### src/rtl/mem_access_pkg.sv
// Shared types and constants for the memory access unit: request size
// encodings, FSM state encoding and the latched request record.
`timescale 1ns/1ps

package mem_access_pkg;

  localparam int MEM_WORDS_DEFAULT = 8;

  typedef enum logic [1:0] {
    SIZE_BYTE    = 2'b00,
    SIZE_HALF    = 2'b01,
    SIZE_WORD    = 2'b10,
    SIZE_ILLEGAL = 2'b11
  } req_size_e;

  typedef enum logic [1:0] {
    ST_IDLE  = 2'b00,
    ST_READ  = 2'b01,
    ST_WRITE = 2'b10,
    ST_RESP  = 2'b11
  } mau_state_e;

  // Everything captured at acceptance; the error flags are decided up front
  // so the FSM never has to look at the raw address again.
  typedef struct packed {
    logic        write;
    req_size_e   size;
    logic        sign_ext;
    logic [31:0] address;
    logic [31:0] write_data;
    logic        err_misaligned;
    logic        err_range;
  } req_t;

  // Alignment rule: halfwords need an even address, words a multiple of four,
  // and the reserved size code is always rejected.
  function automatic logic is_misaligned(input req_size_e size, input logic [1:0] offset);
    logic mis;
    case (size)
      SIZE_BYTE: mis = 1'b0;
      SIZE_HALF: mis = offset[0];
      SIZE_WORD: mis = |offset;
      default:   mis = 1'b1;
    endcase
    return mis;
  endfunction

endpackage

### src/rtl/mem_lane_align.sv
// Byte-lane steering for the access unit. Stores merge the new byte/halfword
// into the previously read word; loads extract the addressed lanes and
// sign- or zero-extend them. Purely combinational.
`timescale 1ns/1ps

module mem_lane_align
  import mem_access_pkg::*;
(
  input  req_size_e   size,
  input  logic [1:0]  offset,
  input  logic        sign_ext,
  input  logic [31:0] store_data,
  input  logic [31:0] mem_word,
  output logic [31:0] merged_word,
  output logic [31:0] load_data
);

  logic [7:0]  byte_sel;
  logic [15:0] half_sel;

  // Little-endian lane select: offset 0 is bits 7:0, halfword offset 2 is bits 31:16.
  always_comb begin
    byte_sel = mem_word[{offset, 3'b000} +: 8];
    half_sel = mem_word[{offset[1], 4'b0000} +: 16];
  end

  // Store merge: only the addressed lanes change; a full word replaces everything.
  always_comb begin
    merged_word = mem_word;
    case (size)
      SIZE_BYTE: merged_word[{offset, 3'b000} +: 8]     = store_data[7:0];
      SIZE_HALF: merged_word[{offset[1], 4'b0000} +: 16] = store_data[15:0];
      SIZE_WORD: merged_word = store_data;
      default:   merged_word = mem_word;
    endcase
  end

  // Load extract and extend.
  always_comb begin
    load_data = 32'd0;
    case (size)
      SIZE_BYTE: load_data = {{24{sign_ext & byte_sel[7]}}, byte_sel};
      SIZE_HALF: load_data = {{16{sign_ext & half_sel[15]}}, half_sel};
      SIZE_WORD: load_data = mem_word;
      default:   load_data = 32'd0;
    endcase
  end

endmodule

### src/rtl/mem_access_unit.sv
// Load/store unit between the pipeline and a small word-addressed data
// memory. Sub-word stores are done as read-modify-write; misaligned and
// out-of-range requests complete immediately with error flags.
//
// state    | meaning
// ---------+-------------------------------------------------------------
// ST_IDLE  | not busy; a valid request is latched on the next edge
// ST_READ  | memRead high; memReadData captured at the closing edge
// ST_WRITE | memWrite high for this single cycle (word or merged word)
// ST_RESP  | respValid pulse with data / error flags, then back to idle
`timescale 1ns/1ps

module mem_access_unit
  import mem_access_pkg::*;
#(
  parameter int MEM_WORDS = MEM_WORDS_DEFAULT
) (
  input  logic        clock,
  input  logic        resetN,
  input  logic        reqValid,
  input  logic        reqWrite,
  input  logic [1:0]  reqSize,
  input  logic        reqSigned,
  input  logic [31:0] reqAddress,
  input  logic [31:0] reqWriteData,
  output logic        busy,
  output logic        respValid,
  output logic [31:0] respData,
  output logic        errMisaligned,
  output logic        errRange,
  output logic        memRead,
  output logic        memWrite,
  output logic [31:0] memAddress,
  output logic [31:0] memWriteData,
  input  logic [31:0] memReadData
);

  mau_state_e  state_q;
  mau_state_e  state_d;
  req_t        req_q;
  logic [31:0] rd_word_q;
  logic        acc_mis;
  logic        acc_rng;
  logic        accept;
  logic        resp_err;
  logic [31:0] merged_word;
  logic [31:0] load_data;

  // Request classification, evaluated on the raw inputs at acceptance.
  always_comb begin
    acc_mis = is_misaligned(req_size_e'(reqSize), reqAddress[1:0]);
    acc_rng = ({2'b00, reqAddress[31:2]} >= 32'(MEM_WORDS));
    accept  = (state_q == ST_IDLE) && reqValid;
  end

  // State register.
  always_ff @(posedge clock) begin
    if (!resetN) state_q <= ST_IDLE;
    else         state_q <= state_d;
  end

  // Next-state logic; sub-word stores read first so the other lanes survive.
  always_comb begin
    state_d = state_q;
    case (state_q)
      ST_IDLE: begin
        if (reqValid) begin
          if (acc_mis || acc_rng)
            state_d = ST_RESP;
          else if (reqWrite && (req_size_e'(reqSize) == SIZE_WORD))
            state_d = ST_WRITE;
          else
            state_d = ST_READ;
        end
      end
      ST_READ:  state_d = req_q.write ? ST_WRITE : ST_RESP;
      ST_WRITE: state_d = ST_RESP;
      ST_RESP:  state_d = ST_IDLE;
      default:  state_d = ST_IDLE;
    endcase
  end

  // Latch the request in idle; inputs are ignored while busy.
  always_ff @(posedge clock) begin
    if (!resetN) begin
      req_q <= '0;
    end else if (accept) begin
      req_q <= '{write:          reqWrite,
                 size:           req_size_e'(reqSize),
                 sign_ext:       reqSigned,
                 address:        reqAddress,
                 write_data:     reqWriteData,
                 err_misaligned: acc_mis,
                 err_range:      acc_rng};
    end
  end

  // Capture memory read data at the edge closing the read cycle.
  always_ff @(posedge clock) begin
    if (!resetN)                  rd_word_q <= '0;
    else if (state_q == ST_READ)  rd_word_q <= memReadData;
  end

  mem_lane_align u_lane_align (
    .size        (req_q.size),
    .offset      (req_q.address[1:0]),
    .sign_ext    (req_q.sign_ext),
    .store_data  (req_q.write_data),
    .mem_word    (rd_word_q),
    .merged_word (merged_word),
    .load_data   (load_data)
  );

  // Outputs. Strobes are gated by resetN directly so a reset edge never
  // coincides with a memory write.
  always_comb begin
    resp_err      = req_q.err_misaligned | req_q.err_range;
    busy          = (state_q != ST_IDLE);
    memRead       = resetN && (state_q == ST_READ);
    memWrite      = resetN && (state_q == ST_WRITE);
    memAddress    = {req_q.address[31:2], 2'b00};
    memWriteData  = merged_word;
    respValid     = (state_q == ST_RESP);
    errMisaligned = (state_q == ST_RESP) && req_q.err_misaligned;
    errRange      = (state_q == ST_RESP) && req_q.err_range;
    respData      = 32'd0;
    if ((state_q == ST_RESP) && !req_q.write && !resp_err)
      respData = load_data;
  end

endmodule
### config.mk
export PLATFORM = sky130hd
export DESIGN_NAME = mem_access_unit
export DESIGN_NICKNAME = d
export VERILOG_FILES = /design/src/rtl/mem_access_pkg.sv /design/src/rtl/mem_lane_align.sv /design/src/rtl/mem_access_unit.sv
export SDC_FILE = /design/constraint.sdc
export NUM_CORES = 1
export LEC_CHECK = 0
export CAP_MARGIN = 20
export CORE_MARGIN = 10
export CORE_UTILIZATION = 41
export CTS_CLUSTER_SIZE = 10
export DETAILED_ROUTE_END_ITERATION = 10
export GPL_TIMING_DRIVEN = 0
export PLACE_DENSITY = 0.81
export SYNTH_ARGS = -nofsm -noshare
export SYNTH_HDL_FRONTEND = slang
export SYNTH_SLANG_ARGS = --single-unit
### constraint.sdc
create_clock -name clock -period 2.44 [get_ports clock]
set_input_delay 0.244 -clock clock [delete_from_list [all_inputs] [get_ports clock]]
set_output_delay 0.244 -clock clock [all_outputs]
set_load 0.02 [all_outputs]
Word level (Yosys, flattened, before mapping) --
Cells that the tools add are included.
Cells by class: add/sub/neg operators 2, shift-type cells 6, reduce and logical (&&, ||, !) cells 16, bitwise gates (word level) 3, eq/ne operators 8, muxes and demuxes 11, magnitude comparators 1
Operator list (count):
- $pmux 32 s3 | 2
- $bwmux 32 | 2
- $mux 32 | 1
- $shift 16x7->32 const A | 1
- $shift 8x7->32 const A | 1
- $shiftx 16x7->32 | 1
- $shiftx 32x6->16 | 1
- $shiftx 32x6->8 | 1
- $shiftx 8x7->32 | 1
- $ge 30x4->1 const B | 1
- $neg 5->7 | 2
- $eq 2x2->1 const B | 4
- $logic_and 1x1->1 | 8
- $pmux 2 s4 | 1
- $eq 2x1->1 const B | 3
- $logic_not 2->1 | 3
- $mux 2 | 3
- $pmux 1 s3 | 1
- $and 1x1->1 | 2
- $logic_not 1->1 | 2
- $ne 2x2->1 const B | 1
- $reduce_bool 2->1 | 1
- $reduce_or 2->1 | 1
- $logic_or 1x1->1 | 1
- 2 further kinds | 2
Storage, ports and cells: register bits after elaboration 104

Logic depth before layout (Yosys ltp) --
Gate-level depths: netlist (run 1).
word-level depth 6, depth in mapped cells 9, depth with buffers taken out 6

Hierarchy --
From an unflattened synthesis (run 1), not the netlist that was laid out.
Second synthesis, totals: cells, all modules 763, area, all modules 6314.8 µm²
By module, submodules not included:
- mem_access_unit | area each 4584.4 µm², times used 1, seq. area each 2082.0 µm², cells each 516
- mem_lane_align | area each 1730.4 µm², times used 1, seq. area each 0.0 µm², cells each 247

Least setup slack after synthesis (run 1) --
OpenSTA, ideal clock, no wires.
path type flip-flop to output port, start register req_q[35] (netlist bit), end output memWriteData[18], data arrival time 2.061 ns, stages on the path, launching flop included 10, slack 0.135 ns, cells stage by stage dfxtp_1 > buf_6 > buf_4 > inv_1 > ha_1 > nor2b_1 > and4_1 > buf_2 > a21oi_1 > o21ai_0
On the way: cells in the longest elaborated chain, start to end 4
RTL lines:
- start: declaration | line mem_access_unit.sv:40 | req_t req_q;
- start signal: assignment | line mem_access_unit.sv:88 | req_q <= '{write: reqWrite,
- $neg 5->7, on equally long branches | line mem_lane_align.sv:32, mem_lane_align.sv:31
- $shiftx 16x7->32 (tied with other cells) | line mem_lane_align.sv:32 | SIZE_HALF: merged_word[{offset[1], 4'b0000} +: 16] = store_data[15:0];
- $bwmux 32, on equally long branches | line mem_lane_align.sv:32, mem_lane_align.sv:31
- $pmux 32 s3 * | line mem_lane_align.sv:30 | case (size)
- end: declaration | line mem_access_unit.sv:34 | output logic [31:0] memWriteData,
Every way passes the cells marked *; elsewhere a longest branch is shown, timed or not.

Worst setup path in the final report (run 1) --
start register req_q[35] (netlist bit), end output memWriteData[14]
Same word-level chain as after synthesis.

==> out/results.tsv, run 1 <==
stage	metric	value	unit
clock_network	Sink Count	104	
clock_network	TritonCTS buffer count	9	
timing	Achievable Freq	404.0	MHz
synthesis	most area-consuming cells after synthesis	dfxtp_1 33%, nand2_1 10%, a21boi_0 8.2%	
floorplan	Die Footprint	20790	sq um
finish	Final Non-Filler Cells	1189	
power_and_ir_drop	P_leak	3.447	nW
floorplan	Die X	144.2	um
min_path	Hold Crit Depth	2	
floorplan	# IOs	205	
min_path	Hold/Removal Path Class	in -> reg	
flow_run	max_cap viols	0	
floorplan	Core Region	15150	sq um
timing	RSZ-0062 raised after global routing	true	
synthesis	count leader, synth	nand2_1	
synthesis	Cell Area, Synth	6324	sq um
clock_network	Longest Clk Path Bufs	2	
outcome	status	complete, but fails checks	
timing	actual slew at the worst max-slew pin	0.6656	ns
floorplan	Die Y	144.2	um
drt	final WL	23970	um
drt	vias	6507	
synthesis	Avg Cell Area, Syn	8.097	sq um
drt	DR DRC count	0	
clock_network	CTS tree	built	
drt	Detailed Routing Iterations Pass 1	5	
placed_design	DP Cell Count	1171	
finish	# nets final	1110	
finish	Area Growth Syn to Fin	43.43	%
critical_path	Critical Path End Type	primary output	
timing	PnR worst setup slack	-0.03545	ns
synthesis	Synth Instances	781	
power_and_ir_drop	Power Density	869.9	nW/um^2
timing	Setup Skew	0.009831	ns
timing	Hold Vio Cnt, Final	0	
global_route	antenna violations before repair	0	
timing	post-route minimum period	2.475	ns
floorplan	Initial Util	41.75	%
drt	antenna-violating nets left	0	
global_route	GRT Total Usage	22.27	%
synthesis	ys async rst share	0	%
power_and_ir_drop	maximum VDD drop	401.7	uV
synthesis	Distinct cells, synth	53	
critical_path	CP Cell Sequence	buf_8, buf_8, inv_8, ha_4, and4b_2, a221o_1, a21oi_2, a21oi_2, buf_6	
critical_path	CP Depth	9	
timing	final setup fails	15	
placed_design	# port buffers	201	
global_route	grt ovf	0	
timing	final setup TNS	-0.2357	ns
synthesis	post-synth top area share	32.92	%
critical_path	slowest stage cell, crit path	dfxtp_4	
critical_path	Critical Path Max Stage Delay	0.38	ns
clock_network	worst skew pair latency	0.35	ns
clock_network	cts hold-fix bufs	0	
critical_path	Worst path top cell family by delay	compound AO/OA/AOI/OAI gates	
synthesis	Top FF cell, synth	dfxtp_1	
critical_path	crit path kind	reg -> out	
critical_path	worst path arrival time	2.23	ns
synthesis	Post-synth top cells	172 x nand2_1, 104 x dfxtp_1, 69 x a21boi_0	
clock_network	Root Driver	clkbuf_16	
finish	Design Area, Final	9070	sq um
finish	Finished Core Util	59.88	%
placed_design	Final GP Congestion	0.9655	
critical_path	Buf+Inv Stages, Crit Path	4	
global_route	largest net degree at the start of global routing	18	
clock_network	H-tree levels	3	
timing	fin. max-slew vios	0	
drt	Wirelength per Cell	20.16	um
synthesis	#FFs+latches synth	104	
critical_path	startpoint types	flop	
global_route	vias in the first global route	6514	
floorplan	row cnt	45	
drt	Vias/cell	5.473	
outcome	violated checks	setup timing	
finish	layout cells sized above 1	21.88	%
timing	Slew headroom	55.63	%
timing	Tcrit/Tclk final	101.5	%
synthesis	synth warn	0	
synthesis	number of synthesized flops with an enable pin	0	
critical_path	Required @ worst endpoint	2.20	ns
placed_design	hpwl dp	18710	um
synthesis	Synth area leader	dfxtp_1	
drt	DRT iter0 DRCs	557	
critical_path	Worst Reg2Reg Path Length in Cells	7	
clock_network	Worst-path clk slew	0.07	ns
placed_design	Post-DP Area	8574	sq um
finish	# diodes	0	
synthesis	register area share after synthesis	32.92	%
critical_path	CP max FO	8	
global_route	global-route wire length before repair	35970	um
## power breakdown
part | switching [mW] | internal, mW | total (mW) | leakage [nW]
Combinational | 2.16 | 1.78 | 3.94 | 2.46
Sequential | 0.454 | 2.05 | 2.50 | 0.852
Clock | 0.654 | 0.800 | 1.45 | 0.140
## worst reg2reg max path: stages (launching register included)
cell and delay [ns]:
dfxtp_1 0.33, inv_1 0.12, ha_1 0.22, and2_1 0.14, clkbuf_1 0.37, buf_2 0.31, nand2_1 0.08, a21boi_0 0.21
## layout make-up
| cell class | instances | area (sq um) |
|---|---|---|
| Buffer | 90 | 586.8 |
| Clock buffer | 10 | 229.0 |
| Clock inverter | 5 | 63.81 |
| Fill cell | 1345 | 6076 |
| Inverter | 14 | 62.56 |
| Multi-Input combinational cell | 572 | 3850 |
| Sequential cell | 104 | 2088 |
| Tap cell | 188 | 235.2 |
| Timing Repair Buffer | 206 | 1954 |
## flip-flops by register name, indices dropped and copies added (netlist names)
register	cells
memAddress	30
rd_word_q	32
state_q	2
req_q	40
## placed cells by master (no fill, tap or decap), drive strengths merged, types with 2 or more instances in the layout
cell type	instances
nor2b	47
a221o	14
mux2	21
and2	5
clkdlybuf4s15	14
nor2	18
nor3	3
a22o	7
o21ai	16
clkdlybuf4s50	136
clkbuf	44
nor4	6
a211oi	3
dfxtp	104
conb	2
nand2b	9
a21boi	69
nand2	174
ha	10
o221ai	2
inv	16
buf	105
dlygate4sd2	6
a2bb2oi	6
nand4b	2
a31o	3
a22oi	21
nand4	3
mux2i	43
nand3	8
a31oi	3
a21oi	61
nor3b	3
## logic make-up after synthesis
kind of cell             count (synthesis)  synth area share, %
flip-flops                             104                32.92
AO/OA/AOI/OAI                          211                23.61
buffers and inverters                  106                9.497
multiplexers                            64                10.66
AND/OR/NAND/NOR                        285                21.27
other                                    1              0.05930
adder cells (fa/ha/maj)                 10                1.979
## worst paths after layout
path | from | end | slack, ns
max reg2reg | state_q[0] | memAddress[23] | 0.55
min | resetN | req_q[9] | 0.26
min reg2reg | memAddress[22] | memAddress[22] | 0.46
max | req_q[35] | memWriteData[14] | -0.04
## routing by layer
metal | vias up | GRT usage [%] | routed length, um
met5 | - | 0 | 0
met4 | 0 | 8.830 | 826
met3 | 63 | 6.986 | 2631
met2 | 318 | 36.92 | 11200
met1 | 3021 | 26.23 | 9311
li1 | 3105 | - | -
## timing repair
action | in CTS | in global routing
buffers inserted | 4 | 1
pin swaps | 8 | 13
resized for setup | 236 | 86
setup endpoints to repair | 65 | 61
## metrics by stage
step,hold WS (ns),power (mW),worst slack (ns)
2_1_floorplan,0.3889,4.725,0.1353
3_3_place_gp,0.4507,6.137,-0.5953
3_5_place_dp,0.4568,6.221,-0.5866
4_1_cts,0.2649,7.702,-0.02167
5_1_grt,0.2943,8.319,-0.1041
6_report,0.2626,7.890,-0.03545
(Power assumes the default switching activity.)
==> inputs of run 2 (changes only) <==
Settings changed: SLEW_MARGIN from default to 20.
==> results of run 2 <==
Same layout as run 1: the final DEF is identical, and so are final timing and power.
==> inputs of run 3 (changes only) <==
Settings changed: CTS_BUF_LIST from default to sky130_fd_sc_hd__clkbuf_8.
==> run 3 against run 2 <==
  * The flow still finishes with violations (setup timing)
  * Total power decreased by 4.3%
  * Setup slack worse by 0.055 ns
  * Die area stayed put
  * Count of clock-buffer cells in the layout fell by 1
  * Via count shrank 0.80%
  * Sequential power is essentially flat
  * First-iteration DRC count fell by 2.5%
==> out/results.tsv, run 3 (synthesized netlist as in run 1, its figures left out) <==
stage	metric	value	unit	change
critical_path	reg-to-reg endpoint	memAddress[23]		
timing	actual slew at the worst max-slew pin	0.6455	ns	-0.02010 ns
placed_design	Final GP Congestion	0.9655		unchanged
finish	Final Non-Filler Cells	1191		+0.17%
finish	Finished Core Util	59.29	%	-0.59 points
global_route	global-route wire length before repair	35710	um	-0.73%
clock_network	Worst-path clk slew	0.10	ns	+0.03 ns
drt	DRT iter0 DRCs	543		-2.5%
global_route	vias in the first global route	6453		-0.94%
drt	vias	6455		-0.80%
drt	final WL	23980	um	about the same
critical_path	worst path arrival time	2.29	ns	+0.06 ns
floorplan	Die Y	144.2	um	unchanged
outcome	violated checks	setup timing		
timing	post-route minimum period	2.530	ns	+0.05452 ns
placed_design	# port buffers	201		unchanged
clock_network	CTS tree	built		
finish	Area Growth Syn to Fin	42.01	%	
drt	DR DRC count	0		unchanged
floorplan	Die Footprint	20790	sq um	unchanged
critical_path	Critical Path End Type	primary output		
clock_network	Sink Count	104		unchanged
floorplan	row cnt	45		unchanged
global_route	antenna violations before repair	0		unchanged
drt	Detailed Routing Iterations Pass 1	5		unchanged
timing	Hold Vio Cnt, Final	0		unchanged
min_path	hold endpoint	req_q[9]		
critical_path	crit path kind	reg -> out		
placed_design	Post-DP Area	8574	sq um	unchanged
critical_path	Required @ worst endpoint	2.20	ns	about the same
timing	final setup fails	25		+10
flow_run	max_cap viols	0		unchanged
power_and_ir_drop	Power Density	841.0	nW/um^2	-3.3%
floorplan	Initial Util	41.75	%	unchanged
critical_path	CP max FO	8		unchanged
global_route	grt ovf	0		unchanged
critical_path	R2R Setup Slk	0.55	ns	about the same
clock_network	Root Driver	clkbuf_8		
placed_design	DP Cell Count	1171		unchanged
outcome	status	complete, but fails checks		
drt	Wirelength per Cell	20.13	um	-0.14%
timing	PnR worst setup slack	-0.08997	ns	-0.05452 ns
critical_path	startpoint types	flop		
clock_network	H-tree levels	3		unchanged
critical_path	Worst Reg2Reg Path Length in Cells	7		unchanged
finish	Largest Register	req_q		
finish	commonest non-fill, non-tap cell in the layout	nand2_1		
timing	fin. max-slew vios	0		unchanged
critical_path	FF-to-FF Start	state_q[0]		
floorplan	Die X	144.2	um	unchanged
finish	# diodes	0		unchanged
finish	fillers	1351		+0.45%
finish	commonest non-fill, non-tap cells in the layout	171 x nand2_1, 136 x clkdlybuf4s50_1, 101 x dfxtp_1		
power_and_ir_drop	P_leak	3.401	nW	-1.3%
drt	Vias/cell	5.420		-0.97%
placed_design	DP Worst Slack	-0.5866	ns	unchanged
floorplan	Core Region	15150	sq um	unchanged
finish	layout cells sized above 1	24.03	%	+2.1 points
clock_network	Longest Clk Path Bufs	2		unchanged
min_path	Hold Crit Depth	2		unchanged
finish	Register Area	2088	sq um	unchanged
drt	antenna-violating nets left	0		unchanged
timing	Tcrit/Tclk final	103.7	%	+2.2 points
finish	area occupied by multi-input gates	3902	sq um	+1.4%
finish	max reg flops	40		unchanged
placed_design	hpwl dp	18710	um	unchanged
global_route	GRT Total Usage	22.13	%	-0.14 points
timing	Setup Skew	0.01370	ns	+0.003868 ns
timing	RSZ-0062 raised after global routing	true		
power_and_ir_drop	maximum VDD drop	371.0	uV	-7.6%
timing	Achievable Freq	395.3	MHz	-2.2%
min_path	Hold/Removal Path Class	in -> reg		
global_route	largest net degree at the start of global routing	18		unchanged
power_and_ir_drop	Pwr Total	7.552	mW	-4.3%
timing	minimum hold slack	0.2300	ns	-0.03260 ns
min_path	Hold Startpoint	resetN		
clock_network	worst skew pair latency	0.39	ns	+0.04 ns
clock_network	TritonCTS buffer count	9		unchanged
timing	final setup TNS	-0.9450	ns	-0.7092 ns
timing	Slew headroom	56.97	%	+1.3 points
finish	# nets final	1112		+0.18%
floorplan	# IOs	205		unchanged
finish	Design Area, Final	8980	sq um	-0.99%
==> run 3: changes by cell type in the layout (fill, tap and decap cells not counted), moves of 4 or more <==
cell             delta
clkbuf_2           +10
clkbuf_16           -9
clkbuf_8            +9
clkdlybuf4s15_1     -8
a2bb2oi_1           -4
a2bb2oi_2           +4
dlygate4sd2_1       -4
==> run 3: cell type report <==
cell class | count | share of cell area [%]
repair buffers | 207 | 21.15
multi-input cells | 572 | 43.46
clock inverters | 6 | 0.7524
clock buffers | 9 | 1.379
plain buffers | 91 | 6.688
well taps | 188 | 2.619
inverters | 14 | 0.6967
flip-flops and latches | 104 | 23.25
==> run 3: critical path, cell delays in order (launching register included) <==
cell	delay [ns]
dfxtp_4	0.37
buf_8	0.12
buf_8	0.12
inv_8	0.05
ha_4	0.20
nor4bb_4	0.27
buf_6	0.19
buf_4	0.12
a21oi_2	0.04
o221ai_2	0.22
buf_4	0.19
==> run 3: layer usage <==
metal / vias up / GRT usage (%) / wire length, um
met1: 2999 / 25.77 / 9498
met5: - / 0 / 0
met2: 309 / 36.75 / 11280
li1: 3100 / - / -
met3: 47 / 7.215 / 2531
met4: 0 / 8.936 / 669
==> run 3: how the worst max path moves through the flow <==
| stage | startpoint | endpoint | cells past startpoint |
|---|---|---|---|
| final | req_q[35] | memWriteData[31] | 10 |
| after global routing | req_q[35] | memWriteData[29] | 10 |
| after CTS | req_q[35] | memWriteData[30] | 9 |
| after detailed placement | req_q[35] | memWriteData[31] | 9 |
| after global placement | req_q[35] | memWriteData[30] | 9 |
| after floorplan | req_q[35] | memWriteData[18] | 9 |
==> run 3: what timing repair did <==
item                                    CTS  global route
pin swaps                                 9            18
hold buffers                              0             0
endpoints found under the setup margin   65            62
resized for setup                       267            90
buffers inserted                          4             2
hold endpoints to repair                  0             0
==> run 3: report_power, final <==
part | switching (mW) | internal [mW] | total, mW
registers | 0.452 | 2.05 | 2.50
logic | 2.17 | 1.80 | 3.96
clock network | 0.615 | 0.475 | 1.09
total | 3.24 | 4.32 | 7.55
